==> src/rtl/itf_pkg.sv <==
// Shared widths, FSM encoding and requester IDs for the int_to_float arbiter.
package itf_pkg;

  localparam int DEF_DW = 12;
  localparam int DEF_EW = 3;
  localparam int DEF_FW = 4;
  localparam int DEF_CW = 8;

  typedef enum logic [1:0] {
    IDLE = 2'd0,
    CONV = 2'd1,
    DONE = 2'd2
  } state_t;

  localparam logic REQ0 = 1'b0;
  localparam logic REQ1 = 1'b1;

endpackage

==> src/rtl/itf_arbiter_int_to_float.sv <==
// Combinational two's complement integer to tiny float (value = F * 2^E),
// round on the first dropped bit, saturate to all-ones E/F on overflow.
module int_to_float
  import itf_pkg::*;
#(
  parameter int DW = DEF_DW,
  parameter int EW = DEF_EW,
  parameter int FW = DEF_FW
) (
  input  logic [DW-1:0] d,
  output logic          s,
  output logic [EW-1:0] e,
  output logic [FW-1:0] f
);

  logic [DW-1:0] mag;
  logic [4:0]    lead;
  logic [4:0]    shamt;
  logic [4:0]    e_full;
  logic [FW-1:0] trunc;
  logic          rnd;
  logic [FW:0]   sum;
  logic [FW-1:0] f_rnd;

  always_comb begin
    s     = d[DW-1];
    mag   = s ? (~d) + {{(DW-1){1'b0}}, 1'b1} : d;
    lead  = 5'd0;
    for (int i = 0; i < DW; i++) begin
      if (mag[i]) lead = 5'(i);
    end
    shamt = (lead > 5'(FW-1)) ? lead - 5'(FW-1) : 5'd0;
    trunc = FW'(mag >> shamt);
    rnd   = (shamt != 5'd0) ? mag[shamt - 5'd1] : 1'b0;
    sum   = {1'b0, trunc} + {{FW{1'b0}}, rnd};
    // A rounding carry out of the significand renormalises to 1000 and bumps E.
    if (sum[FW]) begin
      e_full = shamt + 5'd1;
      f_rnd  = {1'b1, {(FW-1){1'b0}}};
    end else begin
      e_full = shamt;
      f_rnd  = sum[FW-1:0];
    end
    if (e_full > 5'((1 << EW) - 1)) begin
      e = '1;
      f = '1;
    end else begin
      e = e_full[EW-1:0];
      f = f_rnd;
    end
  end

endmodule

==> src/rtl/itf_arbiter.sv <==
// Round-robin arbiter sharing one int_to_float between two req/gnt/done
// requesters. Operand and result are registered; one conversion per 3 cycles.
module itf_arbiter
  import itf_pkg::*;
#(
  parameter int DW = DEF_DW,
  parameter int EW = DEF_EW,
  parameter int FW = DEF_FW,
  parameter int CW = DEF_CW
) (
  input  logic          clk,
  input  logic          rst_n,
  input  logic          req0,
  input  logic [DW-1:0] d0,
  input  logic          req1,
  input  logic [DW-1:0] d1,
  output logic          gnt0,
  output logic          gnt1,
  output logic          done0,
  output logic          done1,
  output logic          s_out,
  output logic [EW-1:0] e_out,
  output logic [FW-1:0] f_out,
  output logic          busy,
  output logic [CW-1:0] conv_count
);

  state_t        state;
  logic [DW-1:0] op_reg;
  logic          owner;
  logic          rr_ptr;
  logic          winner;
  logic          conv_s;
  logic [EW-1:0] conv_e;
  logic [FW-1:0] conv_f;

  int_to_float #(.DW(DW), .EW(EW), .FW(FW)) u_conv (
    .d (op_reg),
    .s (conv_s),
    .e (conv_e),
    .f (conv_f)
  );

  // rr_ptr only breaks ties; a lone requester always wins.
  always_comb begin
    if (req0 && req1) winner = rr_ptr;
    else if (req1)    winner = REQ1;
    else              winner = REQ0;
  end

  always_ff @(posedge clk or negedge rst_n) begin
    if (!rst_n) begin
      state      <= IDLE;
      op_reg     <= '0;
      owner      <= REQ0;
      rr_ptr     <= REQ0;
      gnt0       <= 1'b0;
      gnt1       <= 1'b0;
      done0      <= 1'b0;
      done1      <= 1'b0;
      s_out      <= 1'b0;
      e_out      <= '0;
      f_out      <= '0;
      busy       <= 1'b0;
      conv_count <= '0;
    end else begin
      case (state)
        IDLE: begin
          if (req0 || req1) begin
            op_reg <= (winner == REQ1) ? d1 : d0;
            owner  <= winner;
            gnt0   <= (winner == REQ0);
            gnt1   <= (winner == REQ1);
            rr_ptr <= ~winner;
            busy   <= 1'b1;
            state  <= CONV;
          end
        end
        CONV: begin
          gnt0       <= 1'b0;
          gnt1       <= 1'b0;
          s_out      <= conv_s;
          e_out      <= conv_e;
          f_out      <= conv_f;
          done0      <= (owner == REQ0);
          done1      <= (owner == REQ1);
          conv_count <= conv_count + 1'b1;
          state      <= DONE;
        end
        DONE: begin
          done0 <= 1'b0;
          done1 <= 1'b0;
          busy  <= 1'b0;
          state <= IDLE;
        end
        default: begin
          gnt0  <= 1'b0;
          gnt1  <= 1'b0;
          done0 <= 1'b0;
          done1 <= 1'b0;
          busy  <= 1'b0;
          state <= IDLE;
        end
      endcase
    end
  end

endmodule

==> config.mk <==
export PLATFORM = sky130hd
export DESIGN_NAME = itf_arbiter
export DESIGN_NICKNAME = d
export VERILOG_FILES = /design/src/rtl/itf_pkg.sv /design/src/rtl/itf_arbiter_int_to_float.sv /design/src/rtl/itf_arbiter.sv
export SDC_FILE = /design/constraint.sdc
export NUM_CORES = 1
export LEC_CHECK = 0
export CAP_MARGIN = 20
export CORE_UTILIZATION = 54
export DETAILED_ROUTE_END_ITERATION = 10
export PLACE_DENSITY = 0.82
export SLEW_MARGIN = 20
export SYNTH_ARGS = -nofsm -noshare
export SYNTH_HDL_FRONTEND = slang
export SYNTH_SLANG_ARGS = --single-unit
==> constraint.sdc <==
create_clock -name clk -period 8.1 [get_ports clk]
set_clock_uncertainty 0.15 [all_clocks]
set_input_delay 1.62 -clock clk [delete_from_list [all_inputs] [get_ports clk]]
set_output_delay 1.62 -clock clk [all_outputs]
set_load 0.03 [all_outputs]
==> results of run 1 <==
Yosys cell counts, types with 6 or more instances:
cell,n
o21ai_0,7
nor3_1,13
mux2i_1,7
a222oi_1,13
clkbuf_1,11
nand2_1,12
inv_1,27
xor2_1,9
xnor2_1,10
nor2_1,29
ha_1,9
dfrtp_1,37
nand2b_1,6
o21ai_1,6
a21oi_1,15
o211ai_1,6
a211oi_1,7
kinds of logic (layout without fill, tap and decap cells):
group | Yosys count | in the layout
AO/OA/AOI/OAI | 98 | 98
XOR/XNOR | 19 | 19
adder cells (fa/ha/maj) | 9 | 9
buffers and inverters | 49 | 86
flip-flops | 37 | 37
AND/OR/NAND/NOR | 113 | 113
multiplexers | 14 | 14
final timing paths:
path,start,endpoint,slack [ns],cells after the start
max in group asynchronous,rst_n,f_out[0],6.02,1
setup / recovery,op_reg[0],e_out[2],1.40,24
hold / removal,conv_count[7],conv_count[7],0.33,1
setup reg to reg,op_reg[0],e_out[2],1.40,24
hold reg to reg,conv_count[7],conv_count[7],0.33,1
min in group asynchronous,rst_n,rr_ptr,1.27,1
metrics by stage:
| step | cells | setup WS [ns] | instance area [um2] |
|---|---|---|---|
| 6_report | 446 | 1.404 | 3635 |
| 5_1_grt | 446 | 0.8502 | 3635 |
| 4_1_cts | 446 | 1.525 | 3631 |
| 3_5_place_dp | 438 | 1.574 | 3497 |
| 3_3_place_gp | 438 | 1.561 | 3497 |
| 2_1_floorplan | 339 | 2.479 | 3030 |
layout make-up:
class	count	area [um2]	area share, %
Multi-Input combinational cell	253	1892	52.05
Timing Repair Buffer	50	490.5	13.49
Clock buffer	5	68.82	1.893
Clock inverter	3	65.06	1.790
Inverter	28	105.1	2.892
Sequential cell	37	925.9	25.47
Tap cell	70	87.58	2.410
routing by layer:
metal / part of all wire, % / routed length (um)
met1: 44 / 3482
met2: 47 / 3720
met3: 6.0 / 476
met4: 3.6 / 290
met5: 0 / 0
==> impl_metrics.ini, run 1 <==
[yosys]
synth_area_um2 = 3030
seq_area_frac_synth_pct = 30.55
synth_top_cell_by_area = dfrtp_1
synth-edff-count = 0
synth_top_family_by_area = compound AO/OA/AOI/OAI gates
synth_ff_type = dfrtp_1
synthXorXnorAreaFrac_pct = 5.491
synth.area.top_cells = dfrtp_1 31%, a222oi_1 4.3%, ha_1 3.7%, nor2_1 3.6%, inv_1 3.3%
ys_seq_elements = 37
synth_compound_area_share_pct = 26.96
synth.net_count = 376
synth.distinct_cells = 73
avgSynthCellArea_um2 = 8.939
syn_inst = 339
synthArstFlopShare_pct = 100.0
muxShareOfSynthArea_pct = 5.285
yosys.area_share.simple_pct = 20.85
yosysWarnings = 0
synthAdderAreaFrac_pct = 3.716
synth_top_cell_area_share_pct = 30.55

[global_route]
gr-total-overflow = 0
grt_use_met3_pct = 4.762
grtUsageTotal_pct = 27.99
grt_pass1_vias = 2739
antenna_found_initial = 0
grt_pass1_wl_um = 13210
grtUsageMet1_pct = 36.95
grt_busiest_layer = met2
grt_use_met2_pct = 44.46
grt_max_degree = 38

[worst_setup_path]
cp_max_fo = 13
endpoint_kind = flop
worstPathArrival_ns = 6.75
crit_chain = inv_1 -> ha_1 -> nor4b_1 -> a21oi_1 -> a211o_1 -> o21ai_1 -> ha_1 -> inv_1 -> o41a_1 -> o21ai_1 -> o21ai_1 -> a21oi_4 -> inv_1 -> ha_1 -> mux4_2 -> nand2_1 -> o311ai_0 -> a21oi_1 -> ha_1 -> ha_1 -> inv_1 -> nor2_1 -> a311oi_1 -> a311oi_1
critPathMaxStageDelay_ns = 0.53
cp-start-kind = flop
cpMostUsedCell = ha_1
critPathSlowestCell = nor4b_1
critical-path-top-delay-family = compound AO/OA/AOI/OAI gates
critPathKind = reg2reg
crit_required_ns = 8.15
critPathBufInv = 4

[cts]
cts_setup_buffers = 0
cts_max_level = 2
cts_root_buf = clkbuf_8
clkLatencyLatePin_ns = 0.29
cts-resized-gates = 0
ctsLongestPathBuffers = 2
clkSinkCount = 37
path_clk_slew_ns = 0.08
numCtsBuffers = 5
hold_buffers = 0
cts_tree = done

[cells_and_area]
diodes = 0
fillers = 437
layout_commonest_cell = clkdlybuf4s50_1
final_cell_mix = 47 x clkdlybuf4s50_1, 37 x dfrtp_1, 29 x nor2_1, 27 x inv_1, 15 x a21oi_1
largest_reg_flops = 12
drive_above_1_share_pct = 10.37
syn2layout_area_growth_pct = 19.94
final_util_pct = 68.97
nNetsFinal = 412

[min_path]
hold_path.class = reg2reg

[timing]
rsz0062_at_grt = no
period_share_pct = 82.67
holdWs_ns = 0.3324
slew_violations = 0
worstMarginPinSlew_ns = 1.010
layout_min_cycle_time_ns = 6.696
finalHoldViolCount = 0
setup_viol = 0
fmax_ghz = 0.1493
fin_setup_tns_ns = 0
slew_headroom_pct = 32.70

[routing]
drt_iter0_markers = 293
antenna_left = 0
detail_route.wl_per_cell_um = 17.87
vias = 2912
avgViaCountPerCell = 6.529
wl_um = 7969
drc = 0
drtPass1Iterations = 5

[place]
portBuffers = 48
place.gp.congestion = 0.9443
dp_hpwl_um = 5932

[floorplanning]
dieHeight_um = 76.91
initial_core_util_pct = 57.50
num_rows = 26
core_area_um2 = 5270
pin_count = 49
dieArea_um2 = 5915
fp.dieW_um = 76.91

[run]
drv_cap = 0

[status]
run_status = finished, final reports clean
Power of run 1 is not shown: default switching activity piles up to over one toggle a cycle in this logic, so the estimate is an artifact.
==> run 2, diff against run 1 <==
==> constraint.sdc (replaced) <==
create_clock -name clk -period 6.9 [get_ports clk]
set_clock_uncertainty 0.15 [all_clocks]
set_input_delay 1.38 -clock clk [delete_from_list [all_inputs] [get_ports clk]]
set_output_delay 1.38 -clock clk [all_outputs]
set_load 0.03 [all_outputs]
==> run 2 against run 1 <==
Die area unchanged. Via count decreased by 0.76%. Global-route usage decreased by 0.26 points. Cell count increased by 0.45%. Hold slack got worse by 0.0046 ns. Worst setup slack got worse by 0.72 ns. Register-to-register slack got worse by 0.72 ns. Highest routed layer unchanged. Critical path depth unchanged. Sequential cell count unchanged. Sequential share of layout area about the same.
==> impl_metrics.ini, run 2 (same netlist as run 1, synthesis figures left out) <==
[status]
run_status = finished, final reports clean

[routing]
detail_route.wl_per_cell_um = 17.70
avgViaCountPerCell = 6.451
antenna_left = 0
drt_iter0_markers = 302
drtPass1Iterations = 6
wl_um = 7929
drc = 0
vias = 2890

[global_route]
grt_max_degree = 38
gr-total-overflow = 0
antenna_found_initial = 0
grt_pass1_wl_um = 13080
grt_pass1_vias = 2761
grtUsageTotal_pct = 27.72

[cts]
cts_max_level = 2
cts_tree = done
clkLatencyLatePin_ns = 0.29
clkSinkCount = 37
cts_setup_buffers = 0
cts_root_buf = clkbuf_8
ctsLongestPathBuffers = 2
path_clk_slew_ns = 0.08
hold_buffers = 0
numCtsBuffers = 5
cts-resized-gates = 0

[cells_and_area]
largest_reg_flops = 12
multiInputGateArea_um2 = 1897
final_cell_mix = 47 x clkdlybuf4s50_1, 37 x dfrtp_1, 29 x nor2_1, 27 x inv_1, 15 x a21oi_1
drive_above_1_share_pct = 10.85
diodes = 0
final-seq-area_um2 = 925.9
nNetsFinal = 414
syn2layout_area_growth_pct = 20.02
layout_commonest_cell = clkdlybuf4s50_1
fillers = 440

[run]
drv_cap = 0

[timing]
slew_headroom_pct = 28.64
rsz0062_at_grt = no
fmax_ghz = 0.1608
fin_setup_tns_ns = 0
finalHoldViolCount = 0
setup_ws_ns = 0.6826
slew_violations = 0
worstMarginPinSlew_ns = 1.063
period_share_pct = 90.11
setup_viol = 0
layout_min_cycle_time_ns = 6.217

[floorplanning]
dieArea_um2 = 5915
core_area_um2 = 5270
initial_core_util_pct = 57.50
num_rows = 26
dieHeight_um = 76.91
pin_count = 49
fp.dieW_um = 76.91

[worst_setup_path]
cp-start-kind = flop
critPathSlowestCell = or3b_2
critPathMaxStageDelay_ns = 0.53
critical-path-top-delay-family = compound AO/OA/AOI/OAI gates
cp_max_fo = 13
crit_chain = inv_1 -> ha_1 -> or3b_2 -> a2111oi_2 -> nor3_1 -> o21ai_1 -> ha_2 -> inv_1 -> o41a_1 -> o21ai_1 -> o21ai_1 -> a21oi_4 -> inv_1 -> ha_1 -> mux4_2 -> nand2_1 -> o311ai_0 -> a21oi_1 -> ha_1 -> ha_1 -> inv_1 -> nor2_1 -> a311oi_1 -> a311oi_1
worstPathArrival_ns = 6.27
critPathKind = reg2reg
crit_required_ns = 6.95
endpoint_kind = flop
critPathBufInv = 4

[place]
portBuffers = 48
place.gp.congestion = 0.9766
pre_cts_ws_ns = 0.6917
dp_hpwl_um = 5802

[min_path]
hold_path.class = reg2reg
run 2: cell types whose count changed in the layout (fill, tap and decap cells not counted), sizes merged:
| cell | change |
|---|---|
| buf | +2 |
| bufinv | -1 |
| clkbuf | +2 |
| clkinv | -1 |
run 2: final cells by class:
cell class,count,area share (%)
well taps,70,2.408
inverters,28,2.890
clock buffers,7,2.374
repair buffers,52,13.90
clock inverters,1,0.8256
multi-input cells,253,52.15
flip-flops and latches,37,25.46
run 2: metal layers:
layer | vias up | wire, um | share of wire, % | global-route usage [%]
met2 | 146 | 3663 | 46 | 42.68
met3 | 28 | 584 | 7.4 | 4.524
met5 | - | 0 | 0 | 0
met1 | 1356 | 3456 | 44 | 38.11
met4 | 0 | 225 | 2.8 | 12.50
li1 | 1360 | - | - | -
run 2: path summary, 6_finish.rpt:
| check | from | cells after the start | end | slack (ns) |
|---|---|---|---|---|
| min in group asynchronous | rst_n | 1 | rr_ptr | 1.03 |
| max in group asynchronous | rst_n | 1 | f_out[0] | 5.05 |
| min reg2reg | conv_count[7] | 1 | conv_count[7] | 0.33 |
| min | conv_count[7] | 1 | conv_count[7] | 0.33 |
| max | op_reg[0] | 24 | e_out[2] | 0.68 |
| max reg2reg | op_reg[0] | 24 | e_out[2] | 0.68 |
run 2: worst reg2reg max path: cells and delay by family, from the launching register on:
family,cells,cell delay (ns)
AOI/OAI and AO/OA,10,2.24
adders and majority gates,5,1.53
buffers and inverters,4,0.50
DFF,1,0.50
muxes,1,0.32
and+or+nand+nor,4,0.89
run 2: metrics by stage:
stage	hold slack [ns]	util, %	cells	instance area, um2
CTS	0.3337	68.85	448	3628
floorplan	0.3135	-	339	3030
finish	0.3278	69.02	448	3637
detailed placement	0.3206	66.64	440	3512
global placement	0.3081	66.64	440	3512
global route	0.3415	69.02	448	3637
Power of run 2 is left out for the same reason.
==> run 3, diff against run 2 <==
--- a/config.mk
+++ b/config.mk
@@ -9,7 +9,7 @@
 export CORE_UTILIZATION = 54
 export DETAILED_ROUTE_END_ITERATION = 10
 export PLACE_DENSITY = 0.82
-export SLEW_MARGIN = 20
+export SLEW_MARGIN = 0
 export SYNTH_ARGS = -nofsm -noshare
 export SYNTH_HDL_FRONTEND = slang
 export SYNTH_SLANG_ARGS = --single-unit
==> results of run 3 <==
Final layout, timing and power as in run 2 (identical DEF).
Power of run 3 is left out for the same reason.
